**config.mk**
```make
export PLATFORM = sky130hd
export DESIGN_NAME = uart_rx_fifo_flat
export DESIGN_NICKNAME = d
export VERILOG_FILES = /design/src/rtl/uart_rx_fifo_if.sv /design/src/rtl/uart_rx_fifo.sv /design/src/flat_wrapper.sv
export SDC_FILE = /design/constraint.sdc
export NUM_CORES = 1
export LEC_CHECK = 0
export ABC_AREA = 1
export BUFFER_PORTS_ARGS = -buffer_cell sky130_fd_sc_hd__buf_2
export CAP_MARGIN = 20
export CORE_ASPECT_RATIO = 1.75
export CORE_MARGIN = 8
export CORE_UTILIZATION = 53
export CTS_CLUSTER_SIZE = 30
export DETAILED_ROUTE_END_ITERATION = 10
export HOLD_SLACK_MARGIN = 0.15
export PLACE_DENSITY_LB_ADDON = 0.25
export SYNTH_ARGS = -nofsm -noshare
export SYNTH_HDL_FRONTEND = slang
export SYNTH_SLANG_ARGS = --single-unit
```
**constraint.sdc**
```tcl
create_clock -name clk -period 1.94 [get_ports clk]
set_input_delay 0.291 -clock clk [delete_from_list [all_inputs] [get_ports clk]]
set_output_delay 0.291 -clock clk [all_outputs]
set_load 0.005 [all_outputs]
```
**src/rtl/uart_rx_fifo_if.sv**
```systemverilog
// Byte-stream bundle between the UART receiver and its consumer: head byte, handshake, error pulses.
// Latency: none (wires only).
// Backpressure: consumer holds ready low; the receiver keeps the head byte stable until ready is high.
interface uart_rx_fifo_if;
  logic [7:0] data_out;
  logic       valid;
  logic       ready;
  logic       frame_err;
  logic       overrun;
  logic       parity_err;

  modport master (
    output data_out,
    output valid,
    output frame_err,
    output overrun,
    output parity_err,
    input  ready
  );

  modport slave (
    input  data_out,
    input  valid,
    input  frame_err,
    input  overrun,
    input  parity_err,
    output ready
  );
endinterface

```
**src/rtl/uart_rx_fifo.sv**
```systemverilog
// Oversampling 8N1 UART receiver with a FIFO_DEPTH-entry byte FIFO on a valid/ready output.
// Latency: byte visible (valid) one cycle after the mid-stop-bit sample; error pulses in that same cycle.
// Backpressure: ready low holds bytes in the FIFO; a good byte arriving while full is dropped with an overrun pulse.
// Optional even-parity frame support is built when UART_RX_PARITY_EN is defined.
module uart_rx_fifo #(
  parameter int CLKS_PER_BIT = 16,
  parameter int FIFO_DEPTH   = 4
) (
  input  logic           clk,
  input  logic           rst,
  input  logic           rx,
  uart_rx_fifo_if.master bus
);

  localparam int CW = $clog2(CLKS_PER_BIT);
  localparam int AW = $clog2(FIFO_DEPTH);

  localparam logic [CW-1:0] CNT_MID = CW'(CLKS_PER_BIT / 2 - 1);
  localparam logic [CW-1:0] CNT_END = CW'(CLKS_PER_BIT - 1);

  typedef enum logic [2:0] {
    IDLE      = 3'd0,
    START     = 3'd1,
    DATA      = 3'd2,
    STOP      = 3'd3,
    WAIT_HIGH = 3'd4
`ifdef UART_RX_PARITY_EN
    ,
    PARITY    = 3'd5
`endif
  } state_t;

  logic          rx_m;
  logic          rx_s;
  state_t        state;
  state_t        state_nx;
  logic [CW-1:0] cnt;
  logic [2:0]    bit_idx;
  logic [7:0]    shreg;
  logic          par_bad;

  logic          at_mid;
  logic          at_end;
  logic          push_req;
  logic          fe_req;
  logic          pe_req;

  logic [7:0]    mem [FIFO_DEPTH];
  logic [AW:0]   wr_ptr;
  logic [AW:0]   rd_ptr;
  logic          empty;
  logic          full;
  logic          pop;
  logic          wr_en;
  logic          ovr_req;

  logic          frame_err_q;
  logic          overrun_q;

  assign at_mid = (cnt == CNT_MID);
  assign at_end = (cnt == CNT_END);

  // Two-flop synchroniser; idles high so reset never looks like a start edge.
  always_ff @(posedge clk) begin
    if (rst) begin
      rx_m <= 1'b1;
      rx_s <= 1'b1;
    end else begin
      rx_m <= rx;
      rx_s <= rx_m;
    end
  end

  // FSM state register.
  always_ff @(posedge clk) begin
    if (rst) state <= IDLE;
    else     state <= state_nx;
  end

  // FSM next-state decode.
  always_comb begin
    state_nx = state;
    case (state)
      IDLE:      if (!rx_s) state_nx = START;
      START:     if (at_mid) state_nx = rx_s ? IDLE : DATA;
      DATA: begin
        if (at_end && bit_idx == 3'd7) begin
`ifdef UART_RX_PARITY_EN
          state_nx = PARITY;
`else
          state_nx = STOP;
`endif
        end
      end
`ifdef UART_RX_PARITY_EN
      PARITY:    if (at_end) state_nx = STOP;
`endif
      STOP:      if (at_end) state_nx = rx_s ? IDLE : WAIT_HIGH;
      WAIT_HIGH: if (rx_s) state_nx = IDLE;
      default:   state_nx = IDLE;
    endcase
  end

  // FSM outputs: frame outcome strobes, all decided at the mid-stop-bit sample.
  always_comb begin
    push_req = 1'b0;
    fe_req   = 1'b0;
    pe_req   = 1'b0;
    if (state == STOP && at_end) begin
      push_req = rx_s && !par_bad;
      fe_req   = !rx_s;
      pe_req   = par_bad;
    end
  end

  // Bit-period counter (cleared on every state change, wraps per data bit) and data shifter.
  always_ff @(posedge clk) begin
    if (rst) begin
      cnt     <= '0;
      bit_idx <= 3'd0;
      shreg   <= 8'h00;
    end else begin
      if (state_nx != state)         cnt <= '0;
      else if (state == DATA && at_end) cnt <= '0;
      else                           cnt <= cnt + CW'(1);

      if (state == IDLE) bit_idx <= 3'd0;
      else if (state == DATA && at_end) begin
        bit_idx <= bit_idx + 3'd1;
        shreg   <= {rx_s, shreg[7:1]};
      end
    end
  end

`ifdef UART_RX_PARITY_EN
  logic parity_err_q;

  // Even-parity check: data bits XOR parity bit must be zero; cleared at each new start bit.
  always_ff @(posedge clk) begin
    if (rst)                           par_bad <= 1'b0;
    else if (state == START)           par_bad <= 1'b0;
    else if (state == PARITY && at_end) par_bad <= (^shreg) ^ rx_s;
  end

  // Registered parity error pulse.
  always_ff @(posedge clk) begin
    if (rst) parity_err_q <= 1'b0;
    else     parity_err_q <= pe_req;
  end

  assign bus.parity_err = parity_err_q;
`else
  assign par_bad        = 1'b0;
  assign bus.parity_err = 1'b0;
`endif

  // FIFO status: extra pointer MSB separates full from empty.
  assign empty   = (wr_ptr == rd_ptr);
  assign full    = (wr_ptr[AW] != rd_ptr[AW]) && (wr_ptr[AW-1:0] == rd_ptr[AW-1:0]);
  assign pop     = !empty && bus.ready;
  assign wr_en   = push_req && (!full || pop);
  assign ovr_req = push_req && full && !pop;

  // FIFO pointers; a push into a full FIFO succeeds only when a pop frees a slot the same cycle.
  always_ff @(posedge clk) begin
    if (rst) begin
      wr_ptr <= '0;
      rd_ptr <= '0;
    end else begin
      if (wr_en) wr_ptr <= wr_ptr + (AW + 1)'(1);
      if (pop)   rd_ptr <= rd_ptr + (AW + 1)'(1);
    end
  end

  // FIFO storage; no reset needed since the head is masked while empty.
  always_ff @(posedge clk) begin
    if (wr_en) mem[wr_ptr[AW-1:0]] <= shreg;
  end

  // Registered frame and overrun error pulses.
  always_ff @(posedge clk) begin
    if (rst) begin
      frame_err_q <= 1'b0;
      overrun_q   <= 1'b0;
    end else begin
      frame_err_q <= fe_req;
      overrun_q   <= ovr_req;
    end
  end

  assign bus.valid     = !empty;
  assign bus.data_out  = empty ? 8'h00 : mem[rd_ptr[AW-1:0]];
  assign bus.frame_err = frame_err_q;
  assign bus.overrun   = overrun_q;

endmodule

```
**src/flat_wrapper.sv**
```systemverilog
// flat-port wrapper written by rule: the top's interface ports become plain ports
module uart_rx_fifo_flat 
#(
  parameter int CLKS_PER_BIT = 16,
  parameter int FIFO_DEPTH   = 4
)
  (clk, rst, rx, bus_data_out, bus_valid, bus_frame_err, bus_overrun, bus_parity_err, bus_ready);
  uart_rx_fifo_if bus_i ();
  input  logic clk;
  input  logic rst;
  input  logic rx;
  output wire logic [$bits(bus_i.data_out)-1:0] bus_data_out;
  output wire logic [$bits(bus_i.valid)-1:0] bus_valid;
  output wire logic [$bits(bus_i.frame_err)-1:0] bus_frame_err;
  output wire logic [$bits(bus_i.overrun)-1:0] bus_overrun;
  output wire logic [$bits(bus_i.parity_err)-1:0] bus_parity_err;
  input wire logic [$bits(bus_i.ready)-1:0] bus_ready;
  assign bus_data_out = bus_i.data_out;
  assign bus_valid = bus_i.valid;
  assign bus_frame_err = bus_i.frame_err;
  assign bus_overrun = bus_i.overrun;
  assign bus_parity_err = bus_i.parity_err;
  assign bus_i.ready = bus_ready;
  uart_rx_fifo #(.CLKS_PER_BIT(CLKS_PER_BIT), .FIFO_DEPTH(FIFO_DEPTH)) u_core (.clk(clk), .rst(rst), .rx(rx), .bus(bus_i));
endmodule
```
Yosys cells after proc, flatten, opt, wreduce, memory -nomap -nowiden
Memories as Yosys holds them, arrays and structs flattened. A register that Yosys moved wholly into a read port is not among the register bits.
Cells that the tools add are included.
{"block": "word_totals", "memories": 1, "output_inout_bits": 12, "ramBits": 32, "wordCells": 60, "ff_bits": 28, "inputBits": 4}
{"memory": "u_core.mem", "words": 4, "width": 8, "read_ports": 1, "rd_clocked_by_memory_dff": 1, "write_ports": 1, "line": "uart_rx_fifo.sv:48", "source": "logic [7:0] mem [FIFO_DEPTH];"}
{"block": "classes", "eq_ne": 11, "bitwise_logic": 2, "mux": 14, "n_addsub": 4, "n_reduce_logical": 18}
{"cell": "2-to-1 mux 3 bit", "count": 6}
{"cell": "case mux 3 bit (5 select lines)", "count": 1}
{"cell": "adder 3 x 1 -> 3 bit (second input constant)", "count": 3}
{"cell": "logical AND 1 bit", "count": 8}
{"cell": "2-to-1 mux 8 bit", "count": 1}
{"cell": "== test 3 x 2 -> 1 bit (second input constant)", "count": 2}
{"cell": "== test 3 bit (second input constant)", "count": 2}
{"cell": "2-to-1 mux 2 bit", "count": 3}
{"cell": "adder 4 x 1 -> 4 bit (second input constant)", "count": 1}
{"cell": "== test 4 x 3 -> 1 bit (second input constant)", "count": 1}
{"cell": "== test 4 bit (second input constant)", "count": 1}
{"cell": "zero test 1 bit", "count": 4}
{"cell": "OR reduction 2 bit", "count": 2}
{"cell": "== test 3 x 1 -> 1 bit (second input constant)", "count": 1}
{"cell": "== test 3 bit", "count": 1}
{"cell": "zero test 3 bit", "count": 1}
{"cell": "2-to-1 mux 1 bit", "count": 3}
{"cell": "inequality test 3 bit", "count": 1}
{"cell": "OR reduction 3 bit", "count": 1}
{"cell": "== test 2 bit", "count": 1}
{"cell": "inverter 1 bit", "count": 2}
{"cell": "AND reduction 2 bit", "count": 1}
{"cell": "logical OR 1 bit", "count": 1}
{"cell": "inequality test 1 bit", "count": 1}

Logic depth before layout (Yosys ltp)
Gate-level depths: netlist of run 1.
{"block": "logic_depth", "ltp_word": 7, "ltp_mapped": 10, "ltp_nobuf": 10}

Worst setup path after synthesis of run 1
No wires, ideal clock.
{"block": "synth_timing", "kind": "flip-flop to flip-flop", "from": "register u_core.cnt[0]", "to": "memory u_core.mem[0][0] (enable)", "n_path_buf": 0, "synth_period_minus_slack_ns": 1.850, "required_ns": 1.569, "path_slack_ns": 0.090, "setup_time_ns": 0.371, "path_stages_with_launch": 8, "arrival_time_ns": 1.480, "cell_sequence": "dfxtp_1 ha_1 nand3_2 inv_1 nand2_1 nor2_2 nand2_2 nor2_1"}
{"block": "synth_via", "elab_chain_len": 6}
{"element": "start, declared", "line": "uart_rx_fifo.sv:37", "source": "logic [CW-1:0] cnt;"}
{"element": "start signal, assigned", "line": "uart_rx_fifo.sv:125", "source": "else cnt <= cnt + CW'(1);"}
{"element": "== test 4 bit", "line": "uart_rx_fifo.sv:61", "source": "assign at_end = (cnt == CNT_END);"}
{"element": "logical AND 1 bit", "line": "uart_rx_fifo.sv:109", "source": "if (state == STOP && at_end) begin"}
{"element": "2-to-1 mux 1 bit", "line": "uart_rx_fifo.sv:109"}
{"element": "logical AND 1 bit", "line": "uart_rx_fifo.sv:161", "source": "assign wr_en = push_req && (!full || pop);"}
{"element": "2-to-1 mux 1 bit", "line": "uart_rx_fifo.sv:177", "source": "if (wr_en) mem[wr_ptr[AW-1:0]] <= shreg;"}
{"element": "2-to-1 mux 1 bit (not written as such)", "line": "uart_rx_fifo.sv:177"}
{"element": "end, declared", "line": "uart_rx_fifo.sv:48"}
No other way between the ends.

Worst setup path in the final report of run 1
{"block": "layout_timing", "from": "register u_core.wr_ptr[0]", "to": "output port bus_data_out[3]"}
{"block": "layout_via", "elab_chain_len": 2}
{"element": "start, declared", "line": "uart_rx_fifo.sv:49", "source": "logic [AW:0] wr_ptr;"}
{"element": "start signal, assigned", "line": "uart_rx_fifo.sv:170", "source": "if (wr_en) wr_ptr <= wr_ptr + (AW + 1)'(1);"}
{"element": "== test 3 bit", "line": "uart_rx_fifo.sv:158", "source": "assign empty = (wr_ptr == rd_ptr);"}
{"element": "2-to-1 mux 8 bit", "line": "uart_rx_fifo.sv:192", "source": "assign bus.data_out = empty ? 8'h00 : mem[rd_ptr[AW-1:0]];"}
{"element": "end, declared", "line": "flat_wrapper.sv:12", "source": "output wire logic [$bits(bus_i.data_out)-1:0] bus_data_out;"}
No other way between the ends.

==> results of run 1 <==
-- final cells by class --
class,instances,area [sq um]
clock buffer,11,141
timing repair buffer,28,210
multi-input combinational,172,928
tap,54,67.6
fill,404,1820
sequential,62,1570
inverter,28,109
clock inverter,5,50.0
-- kinds of logic (layout without fill, tap and decap cells) --
family	after synthesis	count (layout)	synth area share, %
adder cells (fa/ha/maj)	8	8	3.81
AO/OA/AOI/OAI	38	38	8.71
XOR/XNOR	6	6	2.00
AND/OR/NAND/NOR	119	119	19.7
flip-flops	62	62	59.4
other	1	1	0.143
buffers and inverters	38	72	6.19
-- worst register-to-register path: cells and delay by family (launching register included) --
kind	cells	cell delay (ns)
fa+ha+maj	1	0.23
buf+inv	2	0.27
simple gates	5	0.65
flops	1	0.36
-- through the flow --
step,power (mW),std cells,worst slack [ns]
3_3_place_gp,1.45,337,0.134
3_5_place_dp,1.45,337,0.0792
6_report,2.50,360,0.0760
4_1_cts,2.54,354,0.00690
5_1_grt,2.60,360,-0.0187
2_1_floorplan,1.44,272,0.0897
-- power breakdown --
group	leakage [nW]	switching, mW	internal, mW
logic	0.667	0.0296	0.0181
clock network	0.0944	0.462	0.617
registers	0.503	0.00644	1.37
-- worst max path at each step --
stage / from / to
3_5_place_dp: u_core.cnt[0]$_SDFF_PP0_ / u_core.mem[1][0]$_DFFE_PP_
5_1_grt: u_core.wr_ptr[0]$_SDFFE_PP0P_ / bus_data_out[3]
2_1_floorplan: u_core.cnt[0]$_SDFF_PP0_ / u_core.mem[0][0]$_DFFE_PP_
6_report: u_core.wr_ptr[0]$_SDFFE_PP0P_ / bus_data_out[3]
3_3_place_gp: u_core.cnt[0]$_SDFF_PP0_ / u_core.mem[1][1]$_DFFE_PP_
4_1_cts: register / bus_data_out[5]
-- cells in the final DEF (no fill, tap or decap), types with 2 or more instances in the layout --
master | synthesis | routed
a21oi_1 | 6 | 6
xor2_1 | 4 | 4
dfxtp_1 | 30 | 27
nor2_1 | 62 | 60
o32ai_1 | 8 | 8
ha_1 | 8 | 7
inv_1 | 26 | 25
clkinvlp_4 | 0 | 2
clkinv_1 | 0 | 2
buf_4 | 2 | 9
o21ai_0 | 20 | 20
nand4_1 | 2 | 2
dfxtp_4 | 0 | 2
nand2_2 | 3 | 5
xnor2_1 | 2 | 2
inv_2 | 2 | 2
nand3_2 | 3 | 3
clkbuf_8 | 0 | 10
buf_12 | 0 | 2
buf_6 | 1 | 2
nand3b_1 | 2 | 2
nor2_2 | 3 | 4
edfxtp_1 | 32 | 32
buf_2 | 3 | 14
nand3_1 | 11 | 11
or2_2 | 2 | 2
a31oi_1 | 2 | 2
nand2_1 | 28 | 25
-- state kept, by name (all words and copies together) (netlist names), named ones only --
signal and count:
u_core.bit_idx 3, u_core.bus.frame_err 1, u_core.bus.overrun 1, u_core.cnt 4
u_core.mem 32, u_core.rd_ptr 3, u_core.rx_m 1, u_core.rx_s 1
u_core.shreg 8, u_core.state 3, u_core.wr_ptr 3
-- metal layers --
| layer | share of wire [%] | GRT usage, % | vias up |
|---|---|---|---|
| li1 | - | - | 960 |
| met2 | 58 | 28.5 | 32 |
| met5 | 0 | 0 | - |
| met3 | 3.1 | 5.19 | 12 |
| met1 | 36 | 12.1 | 845 |
| met4 | 3.3 | 10.0 | 0 |
-- what timing repair did --
| action | in CTS | in global routing |
|---|---|---|
| gates resized for setup | 3 | 16 |
| setup buffers | 0 | 6 |
| pin swaps | 0 | 2 |
| setup endpoints to repair | 9 | 35 |
| endpoints found under the hold margin | 1 | 0 |
| hold buffers | 1 | 0 |
==> reports/results.tsv, run 1 <==
stage	metric	value	unit
outcome	status	finished clean	
sta	setup_viol	0	
power_and_ir_drop	ir_drop	0.000567	V
worst_setup_path	r2r_end	u_core.mem[1][2]$_DFFE_PP_	
worst_setup_path	cp.depth	7	
floorplanning	die_area	7560	sq um
detailed_routing	drc_errors	0	
placement	dpl_cell_area	2760	sq um
worst_setup_path	end_kind	output pin	
global_routing	grt_pass1_vias	1800	
sta	min_period_over_period	96.1	%
sta	hold_ws	0.276	ns
min_path	holdCritPathClass	in2reg	
power_and_ir_drop	total_leakage_power	1.26	nW
worst_setup_path	critical_path_class	reg2out	
synthesis	synthCells	272	
finish	area_growth	17.1	%
worst_setup_path	required	1.65	ns
sta	hold_viol_final	0	
sta	min_period	1.86	ns
cts	clkLatencyLatePin	0.34	ns
global_routing	antenna_found_initial	0	
cts	cts_root_buf	clkbuf_8	
floorplanning	die_y	109	microns
cts	clockBufferDepth	2	
global_routing	grt_overflow	0	
worst_setup_path	cp_top_family	simple AND/OR/NAND/NOR gates	
placement	port_buffers	14	
floorplanning	fp-row-count	34	
synthesis	yosysSeqAreaShare	59.4	%
floorplanning	initial_utilization	53.7	%
finish	final_area	3080	sq um
finish	drive_gt1_share	20.9	%
detailed_routing	route.antenna.remaining_nets	0	
synthesis	ys_warn_count	0	
synthesis	ys_types	31	
min_path	whs_endpoint	u_core.rd_ptr[2]$_SDFFE_PP0P_	
detailed_routing	wl	5390	microns
cts	cts_tree	yes	
finish	n_antenna_cell	0	
sta	finalClockSkew	0.00378	ns
detailed_routing	vias	1849	
sta	maxClockFrequency	536	MHz
worst_setup_path	cp_num_buf_inv	3	
sta	drv_slew	0	
synthesis	ys_seq_elements	62	
placement	hpwl	3910	microns
min_path	hold_depth	3	
synthesis	synth.most_common_cell	nor2_1	
detailed_routing	viasPerCell	5.14	
detailed_routing	drt_pass1_iterations	4	
synthesis	synthTopCellsByArea	edfxtp_1, dfxtp_1, nor2_1	
cts	htreeDepth	3	
global_routing	grt_use_total	14.7	%
sta	tns	0	ns
worst_setup_path	r2r_cells	8	
worst_setup_path	r2r_slack	0.14	ns
cts	cts.reportedPaths.clkPinSlew	0.06	ns
synthesis	synth-edff-count	32	
synthesis	synthArstFlopShare	0	%
worst_setup_path	cp.arrival	1.57	ns
detailed_routing	first_iter_violations	83	
placement	gp_congestion	0.851	
run	maxCapViolCount	0	
detailed_routing	wl_per_cell	15.0	microns
worst_setup_path	path_cells	or2_1 -> a21oi_2 -> nand2_4 -> buf_12 -> nand2_2 -> inv_1 -> buf_2	
finish	utilization	62.9	%
synthesis	synth_top_area_share	36.6	%
worst_setup_path	cp_max_fo	6	
sta	rsz0062_at_grt	true	
cts	cts_sinks	62	
synthesis	syn_avg_cell_area	9.66	sq um
floorplanning	io_pins	16	
finish	nets	313	
synthesis	syn_area	2630	sq um
worst_setup_path	crit_path_top_delay_cell	dfxtp_4	
global_routing	grt_first_pass_wirelength	8420	microns
floorplanning	die_w	69.2	microns
synthesis	ys_top_cells_by_count	nor2_1, edfxtp_1, dfxtp_1	
power_and_ir_drop	power_density	814	nW/um^2
synthesis	ys.flop_type	edfxtp_1	
floorplanning	coreArea	4890	sq um
cts	numCtsBuffers	9	
worst_setup_path	r2r-start	u_core.cnt[0]$_SDFF_PP0_	
min_path	min-delay-start	bus_ready	
global_routing	grt_max_degree	17	
synthesis	synth_top_area_cell	edfxtp_1	
synthesis	syn_nets	284	
worst_setup_path	start_kind	register	
worst_setup_path	slowest_delay	0.34	ns
No activity file was read; power rests on OpenSTA's default activity.
==> inputs of run 2 (changes only) <==
--- a/config.mk
+++ b/config.mk
@@ -10,10 +10,12 @@
 export CAP_MARGIN = 20
 export CORE_ASPECT_RATIO = 1.75
 export CORE_MARGIN = 8
-export CORE_UTILIZATION = 53
+export CORE_UTILIZATION = 56
+export CTS_BUF_LIST = sky130_fd_sc_hd__clkbuf_4 sky130_fd_sc_hd__clkbuf_8
 export CTS_CLUSTER_SIZE = 30
 export DETAILED_ROUTE_END_ITERATION = 10
 export HOLD_SLACK_MARGIN = 0.15
+export MAX_ROUTING_LAYER = met4
 export PLACE_DENSITY_LB_ADDON = 0.25
 export SYNTH_ARGS = -nofsm -noshare
 export SYNTH_HDL_FRONTEND = slang
==> reports/results.tsv, run 2 (synthesis results as in run 1) <==
stage	metric	value	unit	change
outcome	status	finished clean		unchanged
global_routing	grt_max_degree	17		unchanged
detailed_routing	drc_errors	0		unchanged
finish	largest_register_ffs	32		unchanged
sta	min_period	1.82	ns	was 1.86 ns
sta	maxClockFrequency	551	MHz	was 536 MHz
worst_setup_path	start_kind	register		unchanged
worst_setup_path	critical_path_class	reg2out		unchanged
power_and_ir_drop	ir_drop	0.000851	V	was 0.000567 V
cts	clockBufferDepth	2		unchanged
cts	numCtsBuffers	9		unchanged
finish	area_growth	15.7	%	was 17.1%
sta	rsz0062_at_grt	false		was true
worst_setup_path	cp_top_family	simple AND/OR/NAND/NOR gates		unchanged
detailed_routing	route.antenna.remaining_nets	0		unchanged
finish	most-common-layout-cells	nor2_1, edfxtp_1, dfxtp_1		unchanged
floorplanning	die_y	107	microns	was 109 microns
worst_setup_path	end_kind	output pin		unchanged
finish	utilization	66.3	%	was 62.9%
power_and_ir_drop	clockPowerShare	46.4	%	was 43.1%
cts	clkLatencyLatePin	0.33	ns	was 0.34 ns
worst_setup_path	cp_max_fo	6		unchanged
finish	drive_gt1_share	19.8	%	was 20.9%
sta	finalClockSkew	0.00372	ns	was 0.00378 ns
cts	cts.reportedPaths.clkPinSlew	0.06	ns	about the same
detailed_routing	wl	5380	microns	was 5390 microns
global_routing	grt_use_total	16.5	%	was 14.7%
placement	port_buffers	14		unchanged
finish	nets	310		was 313
placement	gp_congestion	0.826		was 0.851
worst_setup_path	required	1.65	ns	about the same
worst_setup_path	cp.arrival	1.52	ns	was 1.57 ns
floorplanning	io_pins	16		unchanged
detailed_routing	wl_per_cell	15.2	microns	was 15.0 microns
cts	cts_tree	yes		unchanged
floorplanning	die_w	67.8	microns	was 69.2 microns
worst_setup_path	cp_num_buf_inv	2		was 3
global_routing	grt_pass1_vias	1873		was 1800
power_and_ir_drop	intPower	2.17	mW	was 2.01 mW
floorplanning	coreArea	4580	sq um	was 4890 sq um
floorplanning	initial_utilization	57.3	%	was 53.7%
worst_setup_path	path_cells	or2_1 -> a21oi_4 -> nand2_2 -> nand2_1 -> inv_1 -> buf_2		was or2_1 -> a21oi_2 -> nand2_4 -> buf_12 -> nand2_2 -> inv_1 -> buf_2
floorplanning	fp-row-count	33		was 34
power_and_ir_drop	combPwrFrac	1.8	%	was 1.9%
cts	cts_sinks	62		unchanged
power_and_ir_drop	total_leakage_power	1.26	nW	about the same
global_routing	antenna_found_initial	0		unchanged
run	maxCapViolCount	0		unchanged
min_path	holdCritPathClass	in2reg		unchanged
sta	drv_slew	0		unchanged
power_and_ir_drop	switching_share	18.3	%	was 19.9%
power_and_ir_drop	seq_power_share	51.9	%	was 55.0%
finish	final_common_cell	nor2_1		unchanged
floorplanning	die_area	7230	sq um	was 7560 sq um
cts	htreeDepth	3		unchanged
placement	hpwl	3990	microns	was 3910 microns
worst_setup_path	slowest_delay	0.34	ns	about the same
detailed_routing	drt_pass1_iterations	6		was 4
worst_setup_path	crit_path_top_delay_cell	dfxtp_2		was dfxtp_4
cts	cts_root_buf	clkbuf_8		unchanged
sta	tns	0	ns	unchanged
global_routing	grt_first_pass_wirelength	8520	microns	was 8420 microns
sta	setup_viol	0		unchanged
detailed_routing	first_iter_violations	52		was 83
worst_setup_path	r2r_slack	0.17	ns	was 0.14 ns
global_routing	grt_overflow	0		unchanged
finish	n_antenna_cell	0		unchanged
detailed_routing	viasPerCell	5.33		was 5.14
power_and_ir_drop	p_sw	0.488	mW	was 0.498 mW
detailed_routing	vias	1892		was 1849
sta	min_period_over_period	93.6	%	was 96.1%
power_and_ir_drop	power_density	876	nW/um^2	was 814 nW/um^2
sta	hold_viol_final	0		unchanged
-- run 2: worst paths after layout --
check	from	to	depth (start not counted)
worst min-delay path	rst	u_core.wr_ptr[0]$_SDFFE_PP0P_	2
worst max-delay path	u_core.rd_ptr[0]$_SDFFE_PP0P_	bus_data_out[0]	6
worst max register to register	u_core.cnt[0]$_SDFF_PP0_	u_core.mem[1][5]$_DFFE_PP_	8
worst min register to register	u_core.rx_m$_SDFF_PP1_	u_core.rx_s$_SDFF_PP1_	1
-- run 2: layout make-up --
class                      instances  area [sq um]
clock buffer                      12           153
clock inverter                     4          70.1
fill                             383          1540
inverter                          28           105
multi-input combinational        173           935
sequential                        62          1570
tap                               52          65.1
timing repair buffer              24           148
-- run 2: repair_timing --
| item | 4_1_cts | 5_1_grt |
|---|---|---|
| cloned | 0 | 1 |
| endpoints found under the setup margin | 9 | 40 |
| setup buffers | 0 | 2 |
| hold buffers | 1 | 0 |
| gates resized for setup | 1 | 9 |
| pin swaps | 0 | 1 |
| hold endpoints to repair | 1 | 0 |
-- run 2: through the flow --
step	setup WS, ns	std cells	instance area (sq um)	power, mW	hold WS (ns)
2_1_floorplan	0.0897	272	2630	1.44	0.389
3_3_place_gp	0.185	335	2760	1.45	0.397
3_5_place_dp	0.105	335	2760	1.45	0.402
4_1_cts	0.0256	352	2990	2.69	0.268
5_1_grt	0.0238	355	3040	2.75	0.292
6_report	0.124	355	3040	2.66	0.275
-- run 2: per-layer routing --
layer	up-vias	track usage, %	routed length [microns]
met5	-	-	0
met4	0	9.72	211
met3	15	4.70	188
met2	32	30.2	3030
met1	889	13.9	1950
li1	956	-	-
-- run 2: power groups by stage --
stage          registers (mW)  logic (mW)  clock network [mW]
2_1_floorplan            1.41      0.0358                   0
3_3_place_gp             1.41      0.0444                   0
3_5_place_dp             1.41      0.0453                   0
4_1_cts                  1.38      0.0475                1.26
5_1_grt                  1.38      0.0539                1.32
6_report                 1.38      0.0472                1.23
-- run 2: worst reg2reg max path: cells and delay by family (launching register included) --
kind | cells | cell delay (ns)
AND/OR/NAND/NOR | 5 | 0.63
flip-flops | 1 | 0.36
buffers and inverters | 2 | 0.27
adder cells (fa/ha/maj) | 1 | 0.23
